--- config.mk ---
export PLATFORM = sky130hd
export DESIGN_NAME = mem_request_queue
export DESIGN_NICKNAME = d
export VERILOG_FILES = /design/src/rtl/mem_request_queue_pkg.sv /design/src/rtl/mem_request_queue.sv
export SDC_FILE = /design/constraint.sdc
export NUM_CORES = 1
export LEC_CHECK = 0
export CORE_MARGIN = 2
export CORE_UTILIZATION = 40
export CTS_BUF_LIST = sky130_fd_sc_hd__clkbuf_16
export DETAILED_ROUTE_END_ITERATION = 12
export PLACE_DENSITY = 0.59
export SLEW_MARGIN = 20
export SYNTH_ARGS = -nofsm -noshare
export SYNTH_HDL_FRONTEND = slang
export SYNTH_SLANG_ARGS = --single-unit
export TNS_END_PERCENT = 5
--- constraint.sdc ---
create_clock -name clk -period 4.8 [get_ports clk]
set_input_delay 0.96 -clock clk [delete_from_list [all_inputs] [get_ports clk]]
set_output_delay 0.96 -clock clk [all_outputs]
set_load 0.01 [all_outputs]
--- src/rtl/mem_request_queue_pkg.sv ---
// rtl/mem_request_queue_pkg.sv - shared widths, request types and age helper
package mem_request_queue_pkg;

  localparam int QUEUE_SIZE    = 16;
  localparam int ADDRESS_WIDTH = 32;
  localparam int AGE_WIDTH     = 8;
  localparam int PTR_WIDTH     = $clog2(QUEUE_SIZE);
  localparam int COUNT_WIDTH   = PTR_WIDTH + 1;

  typedef enum logic [1:0] {
    NOP          = 2'd0,
    DATA_READ    = 2'd1,
    DATA_WRITE   = 2'd2,
    OPCODE_FETCH = 2'd3
  } parsed_op_t;

  typedef struct packed {
    parsed_op_t                op;
    logic [ADDRESS_WIDTH-1:0]  address;
  } mem_request_t;

  // Saturating increment: an entry that has waited the maximum stays there.
  function automatic logic [AGE_WIDTH-1:0] age_next(input logic [AGE_WIDTH-1:0] age);
    return (&age) ? age : age + 1'b1;
  endfunction

endpackage

--- src/rtl/mem_request_queue.sv ---
// rtl/mem_request_queue.sv - circular request FIFO with per-entry age tracking
module mem_request_queue
  import mem_request_queue_pkg::*;
(
  input  logic                     clk,
  input  logic                     rst_n,
  input  logic                     in_valid,
  input  parsed_op_t               in_op,
  input  logic [ADDRESS_WIDTH-1:0] in_address,
  output logic                     in_ready,
  output logic                     out_valid,
  output parsed_op_t               out_op,
  output logic [ADDRESS_WIDTH-1:0] out_address,
  output logic [AGE_WIDTH-1:0]     out_age,
  input  logic                     out_ready,
  output logic [COUNT_WIDTH-1:0]   count,
  output logic                     full,
  output logic                     empty
);

  mem_request_t                          entries [QUEUE_SIZE];
  logic [QUEUE_SIZE-1:0][AGE_WIDTH-1:0]  ages;
  logic [PTR_WIDTH-1:0]                  head_ptr;
  logic [PTR_WIDTH-1:0]                  tail_ptr;
  logic [COUNT_WIDTH-1:0]                count_q;
  logic                                  push_en;
  logic                                  pop_en;

  // Status is derived purely from the registered count, so out_ready never
  // reaches in_ready combinationally and a pop cannot open a slot early.
  assign full     = (count_q == COUNT_WIDTH'(QUEUE_SIZE));
  assign empty    = (count_q == '0);
  assign count    = count_q;
  assign in_ready = !full;

  // NOP requests carry no work for the controller and are dropped here.
  assign push_en = in_valid && !full && (in_op != NOP);
  assign pop_en  = out_ready && !empty;

  // Head presentation; idle values when nothing is resident.
  assign out_valid   = !empty;
  assign out_op      = empty ? NOP : entries[head_ptr].op;
  assign out_address = empty ? '0  : entries[head_ptr].address;
  assign out_age     = empty ? '0  : ages[head_ptr];

  // Pointer and occupancy bookkeeping; pointers wrap naturally (power-of-two depth).
  always_ff @(posedge clk) begin
    if (!rst_n) begin
      head_ptr <= '0;
      tail_ptr <= '0;
      count_q  <= '0;
    end else begin
      if (push_en) tail_ptr <= tail_ptr + 1'b1;
      if (pop_en)  head_ptr <= head_ptr + 1'b1;
      case ({push_en, pop_en})
        2'b10:   count_q <= count_q + 1'b1;
        2'b01:   count_q <= count_q - 1'b1;
        default: count_q <= count_q;
      endcase
    end
  end

  // Request storage; contents are only observed while the slot is occupied.
  always_ff @(posedge clk) begin
    if (push_en) begin
      entries[tail_ptr] <= '{op: in_op, address: in_address};
    end
  end

  // Per-entry residency tracking. Push and pop can never target the same
  // slot in one cycle: that would need the queue both empty and full.
  for (genvar i = 0; i < QUEUE_SIZE; i++) begin : g_entry
    logic                 occupied;
    logic [AGE_WIDTH-1:0] age_q;

    // Start at zero on write, clear on pop, otherwise age one step per cycle.
    always_ff @(posedge clk) begin
      if (!rst_n) begin
        occupied <= 1'b0;
        age_q    <= '0;
      end else if (push_en && (tail_ptr == PTR_WIDTH'(i))) begin
        occupied <= 1'b1;
        age_q    <= '0;
      end else if (pop_en && (head_ptr == PTR_WIDTH'(i))) begin
        occupied <= 1'b0;
        age_q    <= '0;
      end else if (occupied) begin
        age_q    <= age_next(age_q);
      end
    end

    assign ages[i] = age_q;
  end

endmodule
==> metrics, run 1 <==
run status finished clean; first-pass GRT wire length 107000 µm; worst hold path startpoint g_entry[14].age_q[6]$_SDFFE_PP0P_; number of standard-cell rows in the floorplan 100; cell accounting for the most synthesized area sky130_fd_sc_hd__edfxtp_1; WHS 533 ps; leakage component of the power 10.7 nW; portion of synthesized cell area occupied by the leading cell type 54.7%; post-detailed-route DRC marker count 0; worst slack after detailed placement 796 ps; slowest cell delay on critical path 820 ps; leading cell type by number of instances after synthesis sky130_fd_sc_hd__edfxtp_1; maximum vdd drop 0.257 mV; GRT Util Overall 18.3%; Required @ worst endpoint 3840 ps; clock transition at the register clock pins on the worst setup and hold paths after CTS 60 ps; I/O Pins 89; Clock Path Buffers 3; post-DP HPWL 43600 µm; DRT iter0 DRCs 1503; antenna violation net count after detailed routing 0; Layout Nets 2047; minimum period implied by the final worst setup slack 4480 ps; sum of negative setup slack 0 ps; buffer count from post-CTS setup fixing 0; arrival time reported for the critical path endpoint 3520 ps; total standard cell area after synthesis 29800 µm²; smallest setup slack after layout 325 ps; final max-slew violation count 0; via count 17100; Final Cycle Share 93.2%; Initial Utilization 40.2%; crit-path cells buf_4 -> mux4_2 -> mux2i_1 -> a211oi_1 -> buf_4 -> clkdlybuf4s50_1; Die Outline Area 76800 µm²; Synth top cells by count sky130_fd_sc_hd__edfxtp_1, sky130_fd_sc_hd__mux4_2, sky130_fd_sc_hd__dfxtp_1; clock latency of the later-clocked register in the worst-skew pair 630 ps; actual transition at the worst max-transition pin 944 ps; number of endpoints with negative hold slack in the final report 0; Worst Path Class, Setup register to output pin; total clock buffers created by CTS 76; Avg WL per Cell 23.2 µm; buffer cell driving the clock tree root sky130_fd_sc_hd__clkbuf_16; cell count after synthesis 1850; residual overflow from global routing 0; skew final 27.6 ps; setup repair after global routing missed its margin no; Crit. End Element output pin; fraction of the core area covered by cells at the end of the flow 46.8%; die outline width 277 µm; number of nets in the synthesized netlist 1916; #FFs+latches synth 705; via count of the first global-routing pass 17300; count of endpoints failing setup in the final report 0; count of yosys warnings during synthesis 0; average instance area after synthesis 16.1 µm²; source of the worst register-to-register timing path count[0]$_SDFFE_PN0P_; total chip power 15.5 mW; Detailed Route WL 69700 µm; P&R area growth vs syn 16.3%; slowest library cell on the worst path sky130_fd_sc_hd__dfxtp_4; power per cell area 448 nW/µm²; core area 74200 µm²; initial antenna violation count 2; proportion of layout cells with a drive suffix above 1 19.2%; Fmax 223 MHz; MaxCap Viol Count 0; sort of element at the start of the critical path register; headroom to the max-slew limit 37.1%; Final GP Congestion 0.825; clock tree sinks 705; Critical Path Fanout Max 35; leading post-synthesis cells by cell area sky130_fd_sc_hd__edfxtp_1, sky130_fd_sc_hd__mux4_2, sky130_fd_sc_hd__dfxtp_1, sky130_fd_sc_hd__mux2i_1, sky130_fd_sc_hd__a211oi_1; worst min-delay path class register to register; die extent in y 277 µm; number of levels the H-tree was split into 3; proportion of register bits with asynchronous set or reset after synthesis 0%; count of unique library cells instantiated by Yosys 59; dominant synthesized flop cell sky130_fd_sc_hd__edfxtp_1; routed via count divided by cell count 5.68; maximum number of pins on one net before global-route repair 69; TritonCTS clock tree yes; fill cell count 6273; dominant cell type by count on the critical path sky130_fd_sc_hd__buf_4; number of I/O port buffers 88; fraction of the yosys area taken by sequential cells 65.5%; first-pass iteration count of the detailed router 5; number of synthesized flops with an enable pin 544
-- metal layers --
| metal | track usage [%] | wire length, µm | vias up |
|---|---|---|---|
| met4 | 5.62 | 1540 | 2 |
| met2 | 30.0 | 33700 | 419 |
| met3 | 3.19 | 3300 | 92 |
| li1 | - | - | 7749 |
| met1 | 24.9 | 31100 | 8813 |
| met5 | 0 | 13 | - |
-- placed cells by master (no fill, tap or decap), types with 34 or more instances in the layout --
cell and n:
sky130_fd_sc_hd__clkdlybuf4s50_1 87, sky130_fd_sc_hd__edfxtp_1 544, sky130_fd_sc_hd__nand2_1 48, sky130_fd_sc_hd__mux2i_1 66
sky130_fd_sc_hd__o21ai_0 34, sky130_fd_sc_hd__mux4_2 168, sky130_fd_sc_hd__nand3_1 54, sky130_fd_sc_hd__a211oi_1 86
sky130_fd_sc_hd__dfxtp_1 156, sky130_fd_sc_hd__nor2b_1 38, sky130_fd_sc_hd__a31oi_1 42, sky130_fd_sc_hd__clkbuf_16 77
sky130_fd_sc_hd__inv_1 34, sky130_fd_sc_hd__xor2_1 35, sky130_fd_sc_hd__a21oi_1 37, sky130_fd_sc_hd__nor2_1 116
-- registers in the layout, indices dropped and copies added, names as in the netlist, named ones only --
signal            count
g_entry.occupied     16
entries             544
tail_ptr              4
head_ptr              4
count                 5
g_entry.age_q       128
-- worst max-delay path: cells and delay by family, from the launching register on --
kind	cells	cell delay, ps
multiplexers	2	970
buffers and inverters	3	930
flip-flops	1	820
AO/OA/AOI/OAI	1	160
-- final timing paths --
kind / cells after the start / endpoint / slack [ps]
worst max-delay path: 6 / out_op[1] / 320
worst min-delay path: 2 / g_entry[14].age_q[6]$_SDFFE_PP0P_ / 530
worst max register to register: 10 / count[4]$_SDFFE_PN0P_ / 1410
worst min register to register: 2 / g_entry[14].age_q[6]$_SDFFE_PP0P_ / 530
-- metrics by stage --
stage,area [µm²],cells
after floorplan,29800,1850
after global placement,32200,2872
after detailed placement,32200,2872
after CTS,34700,3007
after global routing,34700,3008
final,34700,3008
-- kinds of logic (layout without fill, tap and decap cells) --
group,count (synthesis),count (layout),share of synthesized area (%)
muxes,234,234,14.9
DFF,705,705,65.5
other,0,1,0
xor gates and xnor gates,55,55,1.61
and+or+nand+nor,415,415,7.29
adders and majority gates,28,28,1.17
AOI/OAI and AO/OA,300,300,7.88
buffers and inverters,113,301,1.60
-- layout make-up --
cell class | count | area (µm²) | share of cell area (%)
antenna | 1 | 2.50 | 0.00721
timing repair buffer | 136 | 1440 | 4.14
clock inverter | 58 | 537 | 1.55
clock buffer | 77 | 1930 | 5.55
inverter | 30 | 113 | 0.325
sequential | 705 | 19600 | 56.4
multi-input combinational | 1032 | 9900 | 28.5
tap | 969 | 1210 | 3.49
-- repair_timing --
item,in CTS,in global routing
gates resized for setup,0,1
hold buffers,0,0
endpoints found under the setup margin,0,1
-- power by group --
group / switching (mW) / leakage (nW) / internal, mW
clock network: 2.41 / 1.24 / 3.36
registers: 0.138 / 6.21 / 6.70
logic: 1.59 / 3.26 / 1.34
total: 4.14 / 10.7 / 11.4
No activity file was read; power rests on OpenSTA's default activity.
==> run 2, diff against run 1 <==
CAP_MARGIN = 10   (was not set)
==> results of run 2 <==
The final DEF is identical to that of run 1; final timing and power are the same.
